===== src/rtl/counter_pkg.sv =====
// Shared constants and helpers for the counter and display blocks.
package counter_pkg;

  localparam int COUNTER_WIDTH   = 4;
  localparam int COUNTER_MODULUS = 16;

  // Binary-reflected Gray code for values up to 16 bits.
  function automatic logic [15:0] bin2gray(input logic [15:0] b);
    return b ^ (b >> 1);
  endfunction

endpackage


===== src/rtl/counter_prescaler.sv =====
// Divides clk into a one-cycle tick every PRESCALE clocks.
module counter_prescaler #(
  parameter int PRESCALE = 2
) (
  input  logic clk,
  input  logic rst,
  output logic tick
);

  localparam int PW = (PRESCALE > 1) ? $clog2(PRESCALE) : 1;

  logic [PW-1:0] r_p;
  logic          w_tick;

  assign w_tick = (r_p == PW'(PRESCALE - 1));
  assign tick   = w_tick;

  // Phase counter: runs 0..PRESCALE-1 and restarts at phase 0 on reset.
  always_ff @(posedge clk or negedge rst) begin
    if (!rst) begin
      r_p <= '0;
    end else if (w_tick) begin
      r_p <= '0;
    end else begin
      r_p <= r_p + 1'b1;
    end
  end

endmodule


===== src/rtl/counter.sv =====
// Free-running modulo counter with terminal-count pulse, Gray-coded copy
// of the count and a saturating wrap counter.
module counter
  import counter_pkg::*;
#(
  parameter int WIDTH       = COUNTER_WIDTH,
  parameter int MODULUS     = COUNTER_MODULUS,
  parameter int PRESCALE    = 1,
  parameter int DOWN        = 0,
  parameter int RESET_VALUE = 0
) (
  input  logic             clk,
  input  logic             rst,
  output logic [WIDTH-1:0] a,
  output logic             tc,
  output logic [WIDTH-1:0] a_gray,
  output logic [7:0]       wraps
);

  // Elaboration-time parameter legality.
  generate
    if (WIDTH < 2 || WIDTH > 16) begin : g_bad_width
      $error("counter: WIDTH must be 2..16");
    end
    if (MODULUS < 2 || MODULUS > (1 << WIDTH)) begin : g_bad_modulus
      $error("counter: MODULUS must be 2..2**WIDTH");
    end
    if (PRESCALE < 1 || PRESCALE > 65535) begin : g_bad_prescale
      $error("counter: PRESCALE must be 1..65535");
    end
    if (DOWN != 0 && DOWN != 1) begin : g_bad_down
      $error("counter: DOWN must be 0 or 1");
    end
    if (RESET_VALUE < 0 || RESET_VALUE >= MODULUS) begin : g_bad_reset_value
      $error("counter: RESET_VALUE must be below MODULUS");
    end
  endgenerate

  localparam logic [WIDTH-1:0] LAST = WIDTH'(MODULUS - 1);
  localparam logic [WIDTH-1:0] TERM = (DOWN != 0) ? '0 : LAST;
  localparam logic [WIDTH-1:0] RV   = WIDTH'(RESET_VALUE);

  logic [WIDTH-1:0] r_a;
  logic             r_tc;
  logic [7:0]       r_wraps;
  logic             w_tick;
  logic [WIDTH-1:0] w_next;
  logic             w_at_term;

  // PRESCALE=1 steps every clock, so no phase register is built.
  generate
    if (PRESCALE > 1) begin : g_prescaler
      counter_prescaler #(
        .PRESCALE (PRESCALE)
      ) u_prescaler (
        .clk  (clk),
        .rst  (rst),
        .tick (w_tick)
      );
    end else begin : g_no_prescaler
      assign w_tick = 1'b1;
    end
  endgenerate

  assign w_at_term = (r_a == TERM);

  // Next count value with an explicit wrap so non-power-of-two moduli work.
  always_comb begin
    w_next = r_a;
    if (DOWN == 0) begin
      w_next = (r_a == LAST) ? '0 : r_a + 1'b1;
    end else begin
      w_next = (r_a == '0) ? LAST : r_a - 1'b1;
    end
  end

  // Count, terminal pulse and saturating wrap counter.
  always_ff @(posedge clk or negedge rst) begin
    if (!rst) begin
      r_a     <= RV;
      r_tc    <= 1'b0;
      r_wraps <= '0;
    end else begin
      r_tc <= w_tick && w_at_term;
      if (w_tick) begin
        r_a <= w_next;
      end
      if (w_tick && w_at_term && r_wraps != 8'hFF) begin
        r_wraps <= r_wraps + 8'd1;
      end
    end
  end

  assign a      = r_a;
  assign tc     = r_tc;
  assign wraps  = r_wraps;
  assign a_gray = WIDTH'(bin2gray(16'(r_a)));

endmodule


===== config.mk =====
export PLATFORM = sky130hd
export DESIGN_NAME = counter
export DESIGN_NICKNAME = d
export VERILOG_FILES = /design/src/rtl/counter_pkg.sv /design/src/rtl/counter_prescaler.sv /design/src/rtl/counter.sv
export SDC_FILE = /design/constraint.sdc
export NUM_CORES = 1
export LEC_CHECK = 0
export CAP_MARGIN = 40
export CORE_UTILIZATION = 38
export CTS_CLUSTER_SIZE = 8
export DETAILED_ROUTE_END_ITERATION = 8
export GPL_ROUTABILITY_DRIVEN = 0
export GPL_TIMING_DRIVEN = 0
export PLACE_DENSITY = 0.67
export SLEW_MARGIN = 25
export SYNTH_ARGS = -nofsm -noshare
export SYNTH_HDL_FRONTEND = slang
export SYNTH_SLANG_ARGS = --single-unit

===== constraint.sdc =====
create_clock -name clk -period 3 [get_ports clk]
set_input_delay 0.9 -clock clk [delete_from_list [all_inputs] [get_ports clk]]
set_output_delay 0.9 -clock clk [all_outputs]
set_load 0.1 [all_outputs]

==> flow_metrics.env, run 1 <==
export IMPL_synth_cell_types=23
export IMPL_core_mm2=0.00154
export IMPL_setup_worst_path_end_class="output port"
export IMPL_synth_avg_cell_area_um2=12.2
export IMPL_hold_path_startpoint="a[0]"
export IMPL_clock_latency_ns=0.28
export IMPL_nFillCells=115
export IMPL_wl_mm=1.37
export IMPL_syn_inst=53
export IMPL_synth_seq_cells=13
export IMPL_dpl_hpwl_mm=1.08
export IMPL_grt_pass1_wl_mm=2.50
export IMPL_synth_xor_area_share_pct=6.80
export IMPL_critPathBufInv=2
export IMPL_synth_compound_area_share_pct=4.66
export IMPL_holdBufCountCts=0
export IMPL_drc=0
export IMPL_grt_start_max_net_pins=14
export IMPL_avgRoutedWirePerCell_um=12.7
export IMPL_synth_adder_area_share_pct=7.77
export IMPL_cp_slowest_cell="clkdlybuf4s50_1"
export IMPL_finalSetupViolCount=0
export IMPL_start_util_pct=41.8
export IMPL_yosys_area_share_simple_pct=22.1
export IMPL_layout_min_cycle_time_ns=2.63
export IMPL_reg2reg_to="wraps[7]"
export IMPL_nNetsFinal=99
export IMPL_power_density_mw_per_mm2=257
export IMPL_clkSinkCount=13
export IMPL_max_freq_ghz=0.381
export IMPL_grt_setup_unrepaired="false"
export IMPL_path_clk_slew_ns=0.08
export IMPL_ys_flop_type="dfrtp_1"
export IMPL_root_buffer="clkbuf_4"
export IMPL_synth_edf_count=0
export IMPL_seq_area_frac_synth_pct=50.5
export IMPL_worstMarginPinSlew_ns=0.563
export IMPL_final_cells=108
export IMPL_fin_tns_setup_ns=0
export IMPL_synth_nets=59
export IMPL_num_antenna_cells=0
export IMPL_post_cts_resized=0
export IMPL_antenna_left=0
export IMPL_arrival_ns=1.73
export IMPL_finClkSkew_ns=0.00748
export IMPL_yosysWarnings=0
export IMPL_r2r_setup_slack_ns=1.43
export IMPL_die_w_um=43.2
export IMPL_synth_largest_area_cell="dfrtp_1"
export IMPL_fp_dieH_um=43.2
export IMPL_path_delay_family="buffers and inverters"
export IMPL_synthArstFlopShare_pct=100
export IMPL_via_per_inst=5.00
export IMPL_grt_pass1_vias=556
export IMPL_r2r_cells=6
export IMPL_grt_ovfl_total=0
export IMPL_dp_cells=104
export IMPL_critPathLaunchType="flop"
export IMPL_htreeDepth=1
export IMPL_leakage_nw=0.512
export IMPL_status="completed"
export IMPL_grtUsageTotal_pct=18.7
export IMPL_cts_setup_buffers=0
export IMPL_holdPathStages=1
export IMPL_final_max_slew_viol_count=0
export IMPL_path_cells="ha_1, clkdlybuf4s50_1, buf_8"
export IMPL_drv_cap=0
export IMPL_postLayoutCoreUtil_pct=73.1
export IMPL_synth_area_top_cells="dfrtp_1 50%, ha_1 7.8%, xor2_1 4.1%, mux2_1 3.5%, nand4_4 3.3%"
export IMPL_area_growth_syn_to_layout_pct=74.8
export IMPL_cts_tree="built"
export IMPL_period_share_pct=87.5
export IMPL_grt_antenna_before_repair=0
export IMPL_worst_setup_path_type="flop to output port"
export IMPL_clk_path_buf_depth=2
export IMPL_numPortBuffers=18
export IMPL_syn_cell_area_um2=644
export IMPL_numCtsBuffers=3
export IMPL_vias=540
export IMPL_p_total_w=0.000289
export IMPL_synth_area_mux_share_pct=5.24
export IMPL_io_pins=19
export IMPL_synth_top_family_by_area="simple AND/OR/NAND/NOR gates"
export IMPL_drive_gt1_share_pct=33.7
export IMPL_die_area_mm2=0.00186
export IMPL_yosys_cell_count_top_type="dfrtp_1"
export IMPL_initialDrtViolationCount=10
export IMPL_report_final_hold_viol_count=0
export IMPL_cpPeakStageDelay_ns=0.50
export IMPL_hold_end="a[0]"
export IMPL_relSlewSlack_pct=62.4
export IMPL_hp_class="flop to flop"
export IMPL_r2r_start="a[2]"
export IMPL_cp_max_fo=5
export IMPL_synth_top_cell_area_share_pct=50.5
export IMPL_first_pass_iters=4
export IMPL_synth_top_cells_by_count="13 x dfrtp_1, 5 x nor2_1, 4 x ha_1, 4 x nand2_1"
export IMPL_crit_required_ns=2.10
export IMPL_vdd_drop_max_uv=186
export IMPL_placementRows=14
## state kept, by name (all words and copies together), names as in the netlist
signal / count
wraps: 8
a: 4
tc: 1
## report_power, final
group	switching, W	internal [W]
Clock	0.0000582	0.0000516
Combinational	0.00000316	0.00000114
Sequential	0	0.000175
## kinds of logic (layout without fill, tap and decap cells)
kind of cell | Yosys count | after routing
AOI/OAI and AO/OA | 5 | 5
DFF | 13 | 13
buffers and inverters | 2 | 41
xor gates and xnor gates | 5 | 5
and+or+nand+nor | 21 | 21
adders and majority gates | 4 | 4
muxes | 3 | 3
## metrics by stage
stage	cell area, um^2	hold WS (ns)	worst slack, ns
3_5_place_dp	1100	0.480	0.667
5_1_grt	1130	0.512	0.309
6_report	1130	0.485	0.375
4_1_cts	1130	0.489	0.364
3_3_place_gp	845	0.484	0.270
2_1_floorplan	644	0.604	0.309
## how the worst max path moves through the flow
stage	slack, ns	startpoint	end	cells past startpoint
floorplan	0.31	a[2]	a_gray[2]	1
global placement	0.27	a[0]	a_gray[0]	2
detailed placement	0.67	a[2]	a_gray[2]	3
CTS	0.36	a[2]	a_gray[2]	3
global route	0.31	a[2]	a_gray[2]	3
finish	0.37	a[2]	a_gray[2]	3
## area by class of cell
type | count | area [um^2] | area share, %
sequential | 13 | 325 | 28.9
tap | 16 | 20.0 | 1.78
timing repair buffer | 35 | 435 | 38.7
multi-input combinational | 38 | 300 | 26.7
clock buffer | 4 | 26.3 | 2.33
buffer | 2 | 18.8 | 1.67
## metal layers
| layer | global-route usage (%) | wire, um | share of wire [%] | vias up |
|---|---|---|---|---|
| met2 | 29.9 | 716 | 52 | 13 |
| met3 | 2.55 | 40 | 2.9 | 4 |
| li1 | - | - | - | 261 |
| met1 | 24.6 | 584 | 43 | 262 |
| met4 | 9.09 | 26 | 1.9 | 0 |
| met5 | 0 | 0 | 0 | - |
## cell usage in the layout, fill, tap and decap left out, types with 2 or more instances in the layout
| cell type | netlist | final |
|---|---|---|
| nand2_1 | 4 | 4 |
| dfrtp_1 | 13 | 13 |
| mux2_1 | 2 | 2 |
| nor2_1 | 5 | 5 |
| xnor2_1 | 2 | 2 |
| clkbuf_4 | 0 | 3 |
| nor2b_1 | 2 | 2 |
| ha_1 | 4 | 4 |
| xor2_1 | 3 | 3 |
| buf_8 | 0 | 17 |
| clkdlybuf4s50_1 | 0 | 18 |
| nand3_1 | 2 | 2 |
| a21oi_1 | 3 | 3 |
(Power assumes the default switching activity.)
==> run 2, diff against run 1 <==
CORE_MARGIN = 3   (was not set)
clock period = 2.9 ns   (was 3 ns; I/O delays follow)
==> flow_metrics.env, run 2 (synthesis gave the netlist of run 1 again) <==
export IMPL_grt_ovfl_total=0
export IMPL_clk_path_buf_depth=2
export IMPL_grt_setup_unrepaired="false"
export IMPL_postLayoutCoreUtil_pct=72.2
export IMPL_status="completed"
export IMPL_period_share_pct=90.1
export IMPL_max_freq_ghz=0.383
export IMPL_first_pass_iters=4
export IMPL_nFillCells=98
export IMPL_clkSinkCount=13
export IMPL_hp_class="flop to flop"
export IMPL_placementRows=14
export IMPL_critPathLaunchType="flop"
export IMPL_area_growth_syn_to_layout_pct=74.8
export IMPL_vias=525
export IMPL_layout_commonest_cell="clkdlybuf4s50_1"
export IMPL_vdd_drop_max_uv=268
export IMPL_cts_tree="built"
export IMPL_nNetsFinal=99
export IMPL_hold_path_startpoint="a[0]"
export IMPL_path_cells="ha_1, clkdlybuf4s50_1, buf_8"
export IMPL_final_cell_mix="18 x clkdlybuf4s50_1, 17 x buf_8, 13 x dfrtp_1, 5 x nor2_1"
export IMPL_die_area_mm2=0.00223
export IMPL_avgRoutedWirePerCell_um=12.1
export IMPL_htreeDepth=1
export IMPL_grt_pass1_vias=509
export IMPL_r2r_cells=6
export IMPL_final_max_slew_viol_count=0
export IMPL_largest_reg_flops=8
export IMPL_drv_cap=0
export IMPL_fin_tns_setup_ns=0
export IMPL_cp_max_fo=4
export IMPL_fp_dieH_um=47.2
export IMPL_clock_latency_ns=0.28
export IMPL_grtUsageTotal_pct=14.7
export IMPL_leakage_nw=0.512
export IMPL_root_buffer="clkbuf_4"
export IMPL_antenna_left=0
export IMPL_arrival_ns=1.74
export IMPL_holdPathStages=1
export IMPL_numPortBuffers=18
export IMPL_dpl_hpwl_mm=1.04
export IMPL_r2r_start="a[3]"
export IMPL_numCtsBuffers=3
export IMPL_via_per_inst=4.86
export IMPL_setup_slack_ns=0.287
export IMPL_die_w_um=47.2
export IMPL_cp_slowest_cell="clkdlybuf4s50_1"
export IMPL_cts_setup_buffers=0
export IMPL_num_antenna_cells=0
export IMPL_post_cts_resized=0
export IMPL_relSlewSlack_pct=61.9
export IMPL_cpPeakStageDelay_ns=0.52
export IMPL_initialDrtViolationCount=8
export IMPL_core_mm2=0.00156
export IMPL_io_pins=19
export IMPL_grt_start_max_net_pins=14
export IMPL_drc=0
export IMPL_reg2reg_to="wraps[7]"
export IMPL_r2r_setup_slack_ns=1.32
export IMPL_wl_mm=1.31
export IMPL_finClkSkew_ns=0.00143
export IMPL_path_clk_slew_ns=0.07
export IMPL_final_cells=108
export IMPL_report_final_hold_viol_count=0
export IMPL_worst_setup_path_type="flop to output port"
export IMPL_finalSetupViolCount=0
export IMPL_grt_antenna_before_repair=0
export IMPL_crit_required_ns=2.03
export IMPL_dp_cells=104
export IMPL_power_density_mw_per_mm2=262
export IMPL_drive_gt1_share_pct=33.7
export IMPL_grt_pass1_wl_mm=2.15
export IMPL_start_util_pct=41.3
export IMPL_holdBufCountCts=0
export IMPL_hold_end="a[0]"
export IMPL_layout_min_cycle_time_ns=2.61
export IMPL_dp_slack_ns=0.573
export IMPL_setup_worst_path_end_class="output port"
export IMPL_worstMarginPinSlew_ns=0.570
[run 2: layout make-up]
type	instances	area, um^2	share of cell area (%)
sequential	13	325	28.9
multi-input combinational	38	300	26.7
tap	16	20.0	1.78
timing repair buffer	35	435	38.7
clock buffer	4	26.3	2.33
buffer	2	18.8	1.67
[run 2: worst max-delay path by stage]
stage	from	end	slack, ns	cells past startpoint
finish	a[3]	a_gray[2]	0.29	3
detailed placement	a[2]	a_gray[2]	0.57	3
CTS	a[2]	a_gray[2]	0.26	3
floorplan	a[2]	a_gray[2]	0.24	1
global route	a[2]	a_gray[2]	0.22	3
global placement	a[0]	a_gray[0]	0.20	2
[run 2: layer usage]
| metal | wire length [um] | GRT usage, % | vias up |
|---|---|---|---|
| li1 | - | - | 261 |
| met1 | 560 | 16.2 | 249 |
| met2 | 659 | 23.8 | 11 |
| met3 | 65 | 7.28 | 4 |
| met4 | 26 | 6.63 | 0 |
| met5 | 0 | 0 | - |
[run 2: power by group]
group / switching, W / internal [W] / total, W
Sequential: 0 / 0.000181 / 0.000181
Combinational: 0.00000331 / 0.00000118 / 0.00000449
Clock: 0.0000566 / 0.0000534 / 0.000110
[run 2: worst max-delay path: cells and delay by family (launching register included)]
kind / cells / cell delay, ns
buffers and inverters: 2 / 0.73
DFF: 1 / 0.43
adders and majority gates: 1 / 0.30
[run 2: per-stage QoR]
stage | power, W | instance area, um^2 | hold WS (ns)
global placement | 0.000190 | 845 | 0.480
finish | 0.000296 | 1130 | 0.496
global route | 0.000309 | 1130 | 0.524
detailed placement | 0.000190 | 1100 | 0.484
CTS | 0.000302 | 1130 | 0.495
floorplan | 0.000185 | 644 | 0.574
